`src/rtl/force_iteration_sequencer.sv`:
```
// force_iteration_sequencer: drives iter_start / motion_update_start for the force loop,
// tracks ref-writeback completion, ring drain window, iteration count and a stall watchdog.
`default_nettype none

module force_iteration_sequencer #(
  parameter int NUM_CELLS     = 64,
  parameter int DRAIN_CYCLES  = NUM_CELLS,
  parameter int NUM_ITER      = 16,
  parameter int ITER_WIDTH    = $clog2(NUM_ITER + 1),
  parameter int TIMEOUT_WIDTH = 16
) (
  input  logic                  clk,
  input  logic                  rst,
  input  logic                  start,
  input  logic [NUM_CELLS-1:0]  ref_wb_issued,
  input  logic                  goto_next_ref,
  input  logic                  all_reading_done,
  input  logic                  all_filter_buffer_empty,
  input  logic [NUM_CELLS-1:0]  force_wr_enable,
  input  logic                  force_cache_input_buffer_empty,
  input  logic                  mu_done,
  output logic                  iter_start,
  output logic                  all_ref_wb_issued,
  output logic                  interconnect_empty,
  output logic                  all_force_wr_issued,
  output logic                  motion_update_start,
  output logic [ITER_WIDTH-1:0] iter_count,
  output logic                  busy,
  output logic                  done,
  output logic                  timeout
);

  localparam int DRAIN_W = $clog2(DRAIN_CYCLES + 2);
  localparam logic [DRAIN_W-1:0]    DRAIN_MAX = DRAIN_W'(DRAIN_CYCLES);
  localparam logic [ITER_WIDTH-1:0] LAST_ITER = ITER_WIDTH'(NUM_ITER - 1);

  typedef enum logic [1:0] {
    IDLE    = 2'd0,
    FORCE   = 2'd1,
    MU_WAIT = 2'd2,
    DONE    = 2'd3
  } state_t;

  state_t                   state;
  logic [NUM_CELLS-1:0]     cap;
  logic [DRAIN_W-1:0]       drain_cnt;
  logic [TIMEOUT_WIDTH-1:0] wd_cnt;

  logic start_go;
  logic force_go;
  logic mu_go;
  logic activity;

  assign busy               = (state == FORCE) || (state == MU_WAIT);
  assign interconnect_empty = all_ref_wb_issued && (drain_cnt == DRAIN_MAX);
  assign all_force_wr_issued = (force_wr_enable == '0) && force_cache_input_buffer_empty &&
                               all_filter_buffer_empty && interconnect_empty;

  assign start_go = ((state == IDLE) || (state == DONE)) && start;
  assign force_go = (state == FORCE) && all_reading_done && all_force_wr_issued;
  assign mu_go    = (state == MU_WAIT) && mu_done;
  // Any state transition or loop traffic counts as progress for the watchdog.
  assign activity = start_go || force_go || mu_go || (|ref_wb_issued) || goto_next_ref || mu_done;

  always_ff @(posedge clk) begin
    if (rst) begin
      state               <= IDLE;
      cap                 <= '0;
      drain_cnt           <= '0;
      wd_cnt              <= '0;
      all_ref_wb_issued   <= 1'b0;
      iter_start          <= 1'b0;
      motion_update_start <= 1'b0;
      iter_count          <= '0;
      done                <= 1'b0;
      timeout             <= 1'b0;
    end else begin
      iter_start          <= 1'b0;
      motion_update_start <= 1'b0;

      if (activity || !busy) begin
        wd_cnt <= '0;
      end else if (wd_cnt != '1) begin
        wd_cnt <= wd_cnt + 1'b1;
      end
      if (wd_cnt == '1) begin
        timeout <= 1'b1;
      end

      if (state == FORCE && !force_go) begin
        // A set in the same cycle as goto_next_ref survives the clear.
        cap <= (goto_next_ref ? '0 : cap) | ref_wb_issued;
        if (goto_next_ref) begin
          all_ref_wb_issued <= 1'b0;
          drain_cnt         <= '0;
        end else if ((&cap) && !all_ref_wb_issued) begin
          all_ref_wb_issued <= 1'b1;
          drain_cnt         <= '0;
        end else if (all_ref_wb_issued && drain_cnt != DRAIN_MAX) begin
          drain_cnt <= drain_cnt + 1'b1;
        end
      end else begin
        cap               <= '0;
        all_ref_wb_issued <= 1'b0;
        drain_cnt         <= '0;
      end

      case (state)
        IDLE, DONE: begin
          if (start) begin
            iter_count <= '0;
            done       <= 1'b0;
            iter_start <= 1'b1;
            state      <= FORCE;
          end
        end
        FORCE: begin
          if (force_go) begin
            motion_update_start <= 1'b1;
            state               <= MU_WAIT;
          end
        end
        MU_WAIT: begin
          if (mu_done) begin
            iter_count <= iter_count + 1'b1;
            if (iter_count == LAST_ITER) begin
              done  <= 1'b1;
              state <= DONE;
            end else begin
              iter_start <= 1'b1;
              state      <= FORCE;
            end
          end
        end
        default: state <= IDLE;
      endcase
    end
  end

endmodule

`default_nettype wire

```
`config.mk`:
```
export PLATFORM = sky130hd
export DESIGN_NAME = force_iteration_sequencer
export DESIGN_NICKNAME = d
export VERILOG_FILES = /design/src/rtl/force_iteration_sequencer.sv
export SDC_FILE = /design/constraint.sdc
export NUM_CORES = 1
export LEC_CHECK = 0
export ABC_AREA = 1
export BUFFER_PORTS_ARGS = -buffer_cell sky130_fd_sc_hd__clkbuf_2
export CAP_MARGIN = 20
export CORE_ASPECT_RATIO = 0.75
export CORE_UTILIZATION = 49
export CTS_BUF_LIST = sky130_fd_sc_hd__clkbuf_16
export CTS_CLUSTER_SIZE = 8
export DETAILED_ROUTE_END_ITERATION = 10
export PLACE_DENSITY_LB_ADDON = 0.25
export SLEW_MARGIN = 20
export SYNTH_ARGS = -nofsm -noshare
export SYNTH_HDL_FRONTEND = slang
export SYNTH_SLANG_ARGS = --single-unit
export TNS_END_PERCENT = 100
```
`constraint.sdc`:
```
create_clock -name clk -period 2.2 [get_ports clk]
set_input_delay 0.11 -clock clk [delete_from_list [all_inputs] [get_ports clk]]
set_output_delay 0.11 -clock clk [all_outputs]
set_load 0.02 [all_outputs]
```
======== Word level (Yosys, flattened, before mapping) ========
Index checks and enable logic that the tools add are counted.
cells by class
  reductions and logical operators ........ 36
  multiplexer cells ....................... 18
  equal/unequal tests ..................... 12
  add/sub/neg operators ................... 3
  bitwise logic cells ..................... 3
operator list
  operator               count
  $logic_not 64->1       1
  $mux 64                1
  $or 64x64->64          1
  $reduce_and 64->1      1
  $reduce_or 64->1       1
  $add 16x1->16 const B  1
  $eq 16x16->1 const B   1
  $ne 16x16->1 const B   1
  $logic_and 1x1->1      11
  $mux 5                 2
  $pmux 5 s2             1
  $logic_or 1x1->1       8
  $mux 2                 4
  $reduce_or 2->1        4
  $add 7x1->7 const B    1
  $eq 7x7->1 const B     1
  $mux 1                 7
  $ne 7x7->1 const B     1
  $ne 2x2->1 const B     3
  $pmux 2 s3             1
  $reduce_and 3->1       2
  $add 5x1->5 const B    1
  $eq 5x4->1 const B     1
  $eq 2x2->1 const B     2
  other kinds (10)       14
storage, ports and cells
  flip-flop bits (word level) ............. 99
  logic and storage cells ................. 82
  output and inout port bits .............. 13
  input bits .............................. 136

======== Longest topological paths before layout ========
Gate-level depths: netlist of the first run.
  depth in word-level cells ............... 12
  gate-level depth with buffers ........... 13
  mapped depth without buffers ............ 13

======== Least setup slack after synthesis of the first run ========
OpenSTA, ideal clock, no wires.
  path type ............................... register to register
  from .................................... register state[0]
  to ...................................... register wd_cnt[8]
  stages on the path, launching flop included .. 12
  path slack .............................. 392 ps
  clock period less this slack ............ 1808 ps
  buffers on the path ..................... 1
  data required time ...................... 2127 ps
  library setup time ...................... 73 ps
  data arrival time ....................... 1735 ps
  path through ............................ dfxtp_1 -> inv_1 -> ha_1 -> nand2_1 -> nand4_1 -> or2_1 -> nor2_1 -> nand3_1 -> nor2_4 -> nand2_2 -> buf_6 -> nor3_2
between the ends
  cells in the longest elaborated chain, start to end .. 10
  elaborated cells on any way between the ends .. 18
  those cells by class .................... 3 x eq/ne; 15 x reduce/logical
RTL lines
  item                                                          line    source
  start: declaration                                            44      state_t state;
  start signal: assignment                                      67      state <= IDLE;
  start signal: assignment                                      114     state <= FORCE;
  start signal: assignment                                      120     state <= MU_WAIT;
  $eq 2x2->1, or another cell as far along                      59      assign start_go = ((state == IDLE) || (state == DONE)) && start;
  $logic_or 1x1->1 / $logic_and 1x1->1 (equally long branches)  59, 60
  $logic_and 1x1->1, on equally long branches                   59, 60
  $logic_or 1x1->1 (5 in series)                                63      assign activity = start_go || force_go || mu_go || (|ref_wb_issued) || goto_next_ref || mu_done;
  $logic_or 1x1->1 *                                            81      if (activity || !busy) begin
  $reduce_or 2->1 (no source line) *                            --
  end signal: assignment                                        84      wd_cnt <= wd_cnt + 1'b1;
  end: declaration                                              47      logic [TIMEOUT_WIDTH-1:0] wd_cnt;
Every way passes the cells marked *; elsewhere a longest branch is shown, timed or not.
A chain may end at the register's enable or synchronous reset.

======== Final worst setup path of the first run ========
  from .................................... register state[0]
  to ...................................... register wd_cnt[7]
The elaborated chain is that of the path after synthesis.

==> results.sh, run 1 <==
export IMPL_power_leakage_nw=2.56
export IMPL_cts_buffers=9
export IMPL_final_hold_viol_count=0
export IMPL_maxCapViolCount=0
export IMPL_cts_tree="yes"
export IMPL_drt_initial_drc_count=242
export IMPL_cp_num_cells=10
export IMPL_setup_violations=0
export IMPL_crit_fanout=13
export IMPL_drc=0
export IMPL_crit_family="simple AND/OR/NAND/NOR gates"
export IMPL_cp_cell_sequence="inv_1 -> ha_1 -> nand2_1 -> nand4_1 -> or2_1 -> nor2_1 -> nand3_1 -> nor2_4 -> nand2_4 -> nor3_1"
export IMPL_worst_path_buf_inv=1
export IMPL_antenna_found_initial=1
export IMPL_synth_area_leaders="dfxtp_1 44%, nor2_1 13%, a21oi_1 9.0%"
export IMPL_layout_commonest_cell="nor2_1"
export IMPL_htree_levels=3
export IMPL_finalSetupTns_ns=0
export IMPL_grt_first_pass_wirelength_mm=18.3
export IMPL_worstMarginPinSlew_ns=0.547
export IMPL_drt_wl_total_mm=11.2
export IMPL_die_w_um=113
export IMPL_cpPeakStageDelay_ns=0.39
export IMPL_yosysTopAreaCellShare=0.436
export IMPL_detailroute_via_count=4555
export IMPL_num_nets_final=922
export IMPL_rsz0062_at_grt="false"
export IMPL_end_kind="register"
export IMPL_syn_nets=758
export IMPL_hold_class="input port to register"
export IMPL_cts_sinks=99
export IMPL_status="finished, final reports clean"
export IMPL_post_cts_buffers=0
export IMPL_syn_to_final_growth_pct=28.1
export IMPL_most_common_layout_cells="157 x nor2_1, 148 x clkbuf_2, 99 x dfxtp_1, 89 x nand2_1, 82 x a21oi_1"
export IMPL_clock_skew_final_ns=0.00604
export IMPL_ir_drop_mv=0.291
export IMPL_ys_ff_latch=99
export IMPL_final_util=0.646
export IMPL_startpoint="state[0]"
export IMPL_power_density_nw_per_um2=672
export IMPL_vias_per_cell=5.08
export IMPL_die_h_um=85.4
export IMPL_cts_max_path_buffers=2
export IMPL_worstSetupStartpointType="register"
export IMPL_drtPass1Iterations=4
export IMPL_r2r_slack_ns=0.21
export IMPL_ys_seq_area_frac=0.436
export IMPL_rr_worst_depth=10
export IMPL_gr_total_overflow=0
export IMPL_period_share=0.903
export IMPL_netlist_area_um2=4540
export IMPL_crit_slowest_cell="dfxtp_1"
export IMPL_initial_utilization=0.504
export IMPL_max_freq_ghz=0.503
export IMPL_drive_gt1_frac=0.259
export IMPL_synth_warnings=0
export IMPL_r2r_start="state[0]"
export IMPL_globalplace_congestion=0.870
export IMPL_yosys_area_top_type="dfxtp_1"
export IMPL_slew_headroom=0.635
export IMPL_coreArea_um2=9010
export IMPL_grt_max_degree=55
export IMPL_grt_pass1_vias=4237
export IMPL_hpwl_mm=8.57
export IMPL_worstSkewPairLatency_ns=0.35
export IMPL_cp_required_ns=2.48
export IMPL_min_period_ns=1.99
export IMPL_syn_inst=614
export IMPL_antenna_left=0
export IMPL_critPathKind="register to register"
export IMPL_cp_arrival_ns=2.27
export IMPL_hold_depth=3
export IMPL_yosysUniqueCellTypes=40
export IMPL_numPortBuffers=148
export IMPL_cts_root_buf="clkbuf_16"
export IMPL_timing_rr_end="wd_cnt[7]"
export IMPL_avgSynthCellArea_um2=7.40
export IMPL_slew_violations=0
export IMPL_crit_path_end="wd_cnt[7]"
export IMPL_die_area_um2=9660
export IMPL_num_rows=30
export IMPL_path_clk_slew_ns=0.07
export IMPL_io_pins=149
export IMPL_wl_per_cell_um=12.6
export IMPL_track_usage=0.240
## per-layer routing
metal / GRT usage / part of all wire
met1: 0.296 / 0.47
met2: 0.408 / 0.45
met3: 0.0571 / 0.058
met4: 0.0933 / 0.018
met5: 0 / 0
## flip-flops by register name, summed over array words and instances (netlist names)
register / cells
timeout: 1
state: 2
iter_start: 1
all_ref_wb_issued: 1
wd_cnt: 16
drain_cnt: 7
motion_update_start: 1
iter_count: 5
cap: 64
done: 1
## power by group
part / switching (mW) / internal (mW)
clock network: 0.750 / 0.797
logic: 0.248 / 0.203
registers: 0.0406 / 1.87
## final cells by class
cell class	count	area, um2
fillers	774	3190
multi-input cells	454	2260
flip-flops and latches	99	1980
repair buffers	169	968
clock buffers	9	225
inverters	45	170
well taps	112	140
clock inverters	7	67.6
diodes	1	2.50
## tightest hold or removal path: cells and delay by family
family / cells / cell delay, ns
AND/OR/NAND/NOR: 1 / 0.08
buffers and inverters: 1 / 0.09
AO/OA/AOI/OAI: 1 / 0.04
## cells by family after synthesis
group,Yosys count,synth area share
xor gates and xnor gates,8,0.0154
muxes,1,0.00248
DFF,99,0.436
and+or+nand+nor,342,0.348
adders and majority gates,8,0.0220
AOI/OAI and AO/OA,95,0.109
buffers and inverters,61,0.0664
## synth_stat cells, drive strengths merged
cell,number
a211oi,1
a21oi,84
a31oi,1
and2,1
and3,1
buf,9
clkbuf,7
clkinv,1
dfxtp,99
ha,8
inv,44
mux2,1
nand2,96
nand3,18
nand4,17
nor2,163
nor3,18
nor3b,5
nor4,18
o21a,1
o21ai,7
o31ai,1
or2,5
xnor2,1
xor2,7
## through the flow
stage                     instance area, um2  hold WS (ns)  std cells  total power [mW]  setup slack, ns
final                                   5820      0.000404        896              3.91            0.213
after floorplan                         4540         0.183        614              2.18            0.392
after CTS                               5810     0.0000951        895              3.93            0.110
after global routing                    5820       0.00617        895              4.06           0.0162
after detailed placement                5340         0.352        861              2.37            0.102
after global placement                  5340         0.347        861              2.35            0.230
## worst min-delay path by stage
stage                       from                 to  slack, ns
6_report        ref_wb_issued[5]             cap[5]     0.0004
3_3_place_gp    ref_wb_issued[7]             cap[7]       0.35
4_1_cts         ref_wb_issued[5]             cap[5]     0.0001
5_1_grt        ref_wb_issued[13]            cap[13]      0.006
3_5_place_dp   ref_wb_issued[39]            cap[39]       0.35
2_1_floorplan      goto_next_ref  all_ref_wb_issued       0.18
## timing repair
item	in CTS	in global routing
setup endpoints to repair	0	13
endpoints found under the hold margin	18	0
hold buffers	18	0
gates resized for setup	0	1
Power figures use the tool's default switching activity.
==> run 2: changes to the inputs <==
--- a/config.mk
+++ b/config.mk
@@ -6,7 +6,7 @@
 export NUM_CORES = 1
 export LEC_CHECK = 0
 export ABC_AREA = 1
-export BUFFER_PORTS_ARGS = -buffer_cell sky130_fd_sc_hd__clkbuf_2
+export BUFFER_PORTS_ARGS = -buffer_cell sky130_fd_sc_hd__buf_2
 export CAP_MARGIN = 20
 export CORE_ASPECT_RATIO = 0.75
 export CORE_UTILIZATION = 49
==> run 2 against run 1 <==
  * Combinational power about the same
  * Maximum frequency decreased by 1.5%
  * Sequential share of layout area is 0.34 points higher
  * Power is 2.0% lower
  * Global-route usage increased by 0.27 points
  * Highest routed layer unchanged
==> results.sh, run 2 (same netlist as run 1, synthesis figures left out) <==
export IMPL_met3_length_um=755
export IMPL_largest_reg_flops=64
export IMPL_cp_cell_sequence="inv_1 -> ha_1 -> nand2_1 -> nand4_1 -> or2_1 -> nor2_1 -> nand3_1 -> nor2_4 -> nand2_4 -> nor3_1"
export IMPL_cp_required_ns=2.47
export IMPL_finalSetupTns_ns=0
export IMPL_worstMarginPinSlew_ns=0.598
export IMPL_detailroute_via_count=4547
export IMPL_crit_fanout=13
export IMPL_vias_per_cell=5.10
export IMPL_most_common_layout_cells="157 x nor2_1, 148 x buf_2, 99 x dfxtp_1, 89 x nand2_1, 82 x a21oi_1"
export IMPL_num_nets_final=918
export IMPL_maxCapViolCount=0
export IMPL_status="finished, final reports clean"
export IMPL_num_rows=30
export IMPL_hpwl_mm=8.72
export IMPL_grt_first_pass_wirelength_mm=18.6
export IMPL_cpPeakStageDelay_ns=0.39
export IMPL_die_area_um2=9660
export IMPL_n_antenna_cell=0
export IMPL_numPortBuffers=148
export IMPL_switchingPower_mw=0.989
export IMPL_cts_max_path_buffers=2
export IMPL_max_freq_ghz=0.496
export IMPL_post_cts_buffers=0
export IMPL_slew_violations=0
export IMPL_layout_commonest_cell="nor2_1"
export IMPL_drive_gt1_frac=0.259
export IMPL_internal_power_mw=2.84
export IMPL_crit_family="simple AND/OR/NAND/NOR gates"
export IMPL_ir_drop_mv=0.348
export IMPL_total_power_mw=3.83
export IMPL_hold_class="input port to register"
export IMPL_die_w_um=113
export IMPL_maxUsedRoutingLayer="met4"
export IMPL_fin_area_um2=5760
export IMPL_coreArea_um2=9010
export IMPL_p_seq_frac=0.499
export IMPL_met2_length_mm=5.19
export IMPL_power_frac_clock=0.384
export IMPL_crit_slowest_cell="dfxtp_1"
export IMPL_worstSkewPairLatency_ns=0.35
export IMPL_wl_met1_mm=5.20
export IMPL_grt_pass1_vias=4237
export IMPL_pwr_share_comb=0.117
export IMPL_clock_skew_final_ns=0.0110
export IMPL_power_leakage_nw=2.51
export IMPL_wl_per_cell_um=12.7
export IMPL_netSwitchingFraction=0.258
export IMPL_critPathKind="register to register"
export IMPL_drt_initial_drc_count=249
export IMPL_dpl_cell_area_um2=5340
export IMPL_final_hold_viol_count=0
export IMPL_end_kind="register"
export IMPL_nFillCells=793
export IMPL_grt_max_degree=55
export IMPL_period_share=0.917
export IMPL_slew_headroom=0.597
export IMPL_track_usage=0.243
export IMPL_drt_wl_total_mm=11.3
export IMPL_die_h_um=85.4
export IMPL_syn_to_final_growth_pct=26.9
export IMPL_drtPass1Iterations=4
export IMPL_cts_buffers=9
export IMPL_min_period_ns=2.02
export IMPL_rsz0062_at_grt="false"
export IMPL_top_regs="cap (64), wd_cnt (16), drain_cnt (7)"
export IMPL_antenna_left=0
export IMPL_gr_total_overflow=0
export IMPL_initial_utilization=0.504
export IMPL_io_pins=149
export IMPL_power_density_nw_per_um2=665
export IMPL_drc=0
export IMPL_htree_levels=3
export IMPL_worst_path_buf_inv=1
export IMPL_setup_violations=0
export IMPL_cts_sinks=99
export IMPL_top_register="cap"
export IMPL_worstSetupStartpointType="register"
export IMPL_antenna_found_initial=0
export IMPL_cts_tree="yes"
export IMPL_cp_arrival_ns=2.28
export IMPL_cts_root_buf="clkbuf_16"
export IMPL_globalplace_congestion=0.874
export IMPL_path_clk_slew_ns=0.07
[run 2: changes by cell type in the layout (fill, tap and decap cells not counted), sizes merged]
cell,before,now
clkbuf,157,9
dlygate4sd3,18,14
clkinv,4,3
buf,3,151
inv,48,47
clkinvlp,0,2
diode,1,0
[run 2: worst register-to-register path: cells and delay by family (launching register included)]
family,cells,cell delay (ns)
fa+ha+maj,1,0.36
flops,1,0.39
simple gates,8,1.12
buf+inv,1,0.06
[run 2: metal layers]
layer | vias up | global-route usage
li1 | 2343 | -
met1 | 2036 | 0.318
met2 | 154 | 0.402
met3 | 14 | 0.0586
met4 | 0 | 0.0634
met5 | - | 0
[run 2: worst paths after layout]
check,to,cells after the start,startpoint,slack [ns]
worst min register to register,done,2,done,0.48
worst max register to register,wd_cnt[2],10,state[0],0.18
worst max-delay path,wd_cnt[2],10,state[0],0.18
worst min-delay path,cap[55],3,ref_wb_issued[55],0.007
[run 2: cell type report]
| class | instances | area, um2 | area share |
|---|---|---|---|
| clock buffer | 9 | 225 | 0.0391 |
| tap | 112 | 140 | 0.0243 |
| timing repair buffer | 165 | 928 | 0.161 |
| inverter | 45 | 170 | 0.0295 |
| clock inverter | 7 | 52.6 | 0.00912 |
| sequential | 99 | 1980 | 0.344 |
| multi-input combinational | 454 | 2260 | 0.393 |
[run 2: power groups by stage]
stage | logic, mW | clock network [mW] | registers [mW]
2_1_floorplan | 0.235 | 0 | 1.94
4_1_cts | 0.447 | 1.49 | 1.91
6_report | 0.450 | 1.47 | 1.91
3_5_place_dp | 0.426 | 0 | 1.95
5_1_grt | 0.502 | 1.57 | 1.92
3_3_place_gp | 0.409 | 0 | 1.95
[run 2: repair_timing]
| action | 4_1_cts | 5_1_grt |
|---|---|---|
| endpoints found under the hold margin | 14 | 0 |
| resized for setup | 0 | 1 |
| hold buffers | 14 | 0 |
| setup endpoints to repair | 0 | 13 |
[run 2: metrics by stage]
stage               std cells  utilization  worst slack (ns)  hold WS [ns]
finish                    891        0.640             0.183       0.00696
global route              891        0.640            0.0129       0.00326
CTS                       891        0.639            0.0867      0.000722
detailed placement        861        0.593             0.104         0.351
global placement          861        0.593             0.224         0.345
floorplan                 614            -             0.392         0.183
==> run 3: changes to the inputs <==
--- a/config.mk
+++ b/config.mk
@@ -14,6 +14,7 @@
 export CTS_CLUSTER_SIZE = 8
 export DETAILED_ROUTE_END_ITERATION = 10
 export PLACE_DENSITY_LB_ADDON = 0.25
+export SETUP_SLACK_MARGIN = 0.5
 export SLEW_MARGIN = 20
 export SYNTH_ARGS = -nofsm -noshare
 export SYNTH_HDL_FRONTEND = slang
==> run 3 against run 2 <==
  * Utilization up 9.4 points
  * Final cell count increased by 3.3%
  * Critical path depth is 1 higher
  * Via count grew 8.1%
  * Power increased by 7.7%
  * Routed wire length is 21% higher
  * Non-clock buffer count up 28
  * Largest cell class unchanged
  * Worst setup slack improved by 0.13 ns
  * Critical path type unchanged
==> results.sh, run 3 (same netlist as run 1, synthesis figures left out) <==
export IMPL_setup_violations=0
export IMPL_holdWs_ns=0.00594
export IMPL_final_hold_viol_count=0
export IMPL_detailroute_via_count=4916
export IMPL_nFillCells=644
export IMPL_end_kind="register"
export IMPL_num_nets_final=947
export IMPL_worstSetupStartpointType="register"
export IMPL_num_rows=30
export IMPL_initial_utilization=0.504
export IMPL_clock_skew_final_ns=0.00880
export IMPL_syn_to_final_growth_pct=45.5
export IMPL_total_power_mw=4.13
export IMPL_crit_family="simple AND/OR/NAND/NOR gates"
export IMPL_n_antenna_cell=0
export IMPL_p_seq_frac=0.463
export IMPL_numPortBuffers=148
export IMPL_coreArea_um2=9010
export IMPL_most_common_layout_cells="147 x buf_2, 94 x nor2_1, 94 x dfxtp_1, 83 x nand2_1, 81 x a21oi_1"
export IMPL_layout_commonest_cell="buf_2"
export IMPL_maxCapViolCount=0
export IMPL_multiInputGateArea_um2=2670
export IMPL_worst_path_buf_inv=3
export IMPL_htree_levels=3
export IMPL_die_w_um=113
export IMPL_r2r_start="state[0]"
export IMPL_max_freq_ghz=0.529
export IMPL_hpwl_mm=8.41
export IMPL_crit_slowest_cell="dfxtp_2"
export IMPL_cts_buffers=9
export IMPL_slew_violations=0
export IMPL_drt_initial_drc_count=342
export IMPL_register_area_um2=1990
export IMPL_worstMarginPinSlew_ns=0.475
export IMPL_hold_class="input port to register"
export IMPL_power_leakage_nw=2.79
export IMPL_drive_gt1_frac=0.408
export IMPL_grt_first_pass_wirelength_mm=19.7
export IMPL_ir_drop_mv=0.516
export IMPL_startpoint="state[0]"
export IMPL_final_util=0.734
export IMPL_grt_max_degree=37
export IMPL_die_h_um=85.4
export IMPL_status="finished, final reports clean"
export IMPL_cts_sinks=99
export IMPL_min_from="ref_wb_issued[0]"
export IMPL_min_period_ns=1.89
export IMPL_io_pins=149
export IMPL_crit_fanout=4
export IMPL_internal_power_mw=3.00
export IMPL_cp_arrival_ns=2.18
export IMPL_grt_pass1_vias=4405
export IMPL_cts_tree="yes"
export IMPL_die_area_um2=9660
export IMPL_cts_max_path_buffers=2
export IMPL_pwr_share_comb=0.169
export IMPL_drc=0
export IMPL_largest_reg_flops=64
export IMPL_power_density_nw_per_um2=624
export IMPL_power_frac_clock=0.367
export IMPL_netSwitchingFraction=0.273
export IMPL_antenna_left=0
export IMPL_cts_root_buf="clkbuf_16"
export IMPL_switchingPower_mw=1.13
export IMPL_rsz0062_at_grt="true"
export IMPL_cp_common_cell="nand2_1"
export IMPL_globalplace_congestion=0.892
export IMPL_vias_per_cell=5.34
export IMPL_track_usage=0.256
export IMPL_critPathKind="register to register"
export IMPL_period_share=0.859
export IMPL_cp_cell_sequence="inv_2 -> ha_4 -> buf_4 -> nor4_4 -> nand2_1 -> nor2_1 -> nand2_1 -> nor2_4 -> buf_12 -> nand3_2 -> nor2_2"
export IMPL_wl_per_cell_um=14.8
export IMPL_drtPass1Iterations=5
export IMPL_cp_required_ns=2.49
export IMPL_fin_area_um2=6610
export IMPL_path_clk_slew_ns=0.07
export IMPL_slew_headroom=0.681
export IMPL_worstSkewPairLatency_ns=0.35
export IMPL_antenna_found_initial=0
export IMPL_top_regs="cap (64), wd_cnt (16), drain_cnt (7)"
export IMPL_cpPeakStageDelay_ns=0.34
export IMPL_finalSetupTns_ns=0
export IMPL_top_register="cap"
export IMPL_dpl_cell_area_um2=5380
export IMPL_drt_wl_total_mm=13.6
export IMPL_gr_total_overflow=0
-- run 3: power by group through the flow --
| stage | Sequential (mW) | Combinational (mW) | Clock, mW |
|---|---|---|---|
| 2_1_floorplan | 1.95 | 0.242 | 0 |
| 3_3_place_gp | 1.95 | 0.418 | 0 |
| 3_5_place_dp | 1.95 | 0.434 | 0 |
| 4_1_cts | 1.91 | 0.538 | 1.53 |
| 5_1_grt | 1.92 | 0.752 | 1.61 |
| 6_report | 1.91 | 0.698 | 1.52 |
-- run 3: path summary, 6_finish.rpt --
kind	end	slack (ns)	cells past startpoint
max	wd_cnt[5]	0.31	11
min	cap[0]	0.006	3
max reg2reg	wd_cnt[5]	0.31	11
min reg2reg	timeout	0.47	2
-- run 3: timing repair --
action,4_1_cts,5_1_grt
buffers inserted,16,6
hold buffers,10,0
hold endpoints to repair,10,0
endpoints found under the setup margin,81,94
cloned,4,5
resized for setup,28,101
pin swaps,19,12
-- run 3: area by class of cell --
type                    instances  area share
multi-input cells             455       0.403
flip-flops and latches         99       0.301
repair buffers                193       0.206
clock buffers                   9      0.0341
inverters                      45      0.0257
well taps                     112      0.0212
clock inverters                 7     0.00909
-- run 3: worst min-delay path, cell delays in order --
cell and delay (ns):
buf_2 0.09, a21oi_1 0.04, nor2_1 0.08
-- run 3: per-layer routing --
metal  track usage  share of wire  wire length [um]  vias to the layer above
met5             0              0                 0                        -
met2         0.449           0.50              6770                      202
met4        0.0885          0.030               405                        0
met1         0.315           0.42              5660                     2264
met3        0.0493          0.056               767                       38
li1              -              -                 -                     2412
-- run 3: through the flow --
stage               setup slack [ns]  std cells
detailed placement             0.223        863
CTS                            0.419        909
global placement               0.264        863
global route                   0.216        920
floorplan                      0.508        614
finish                         0.310        920
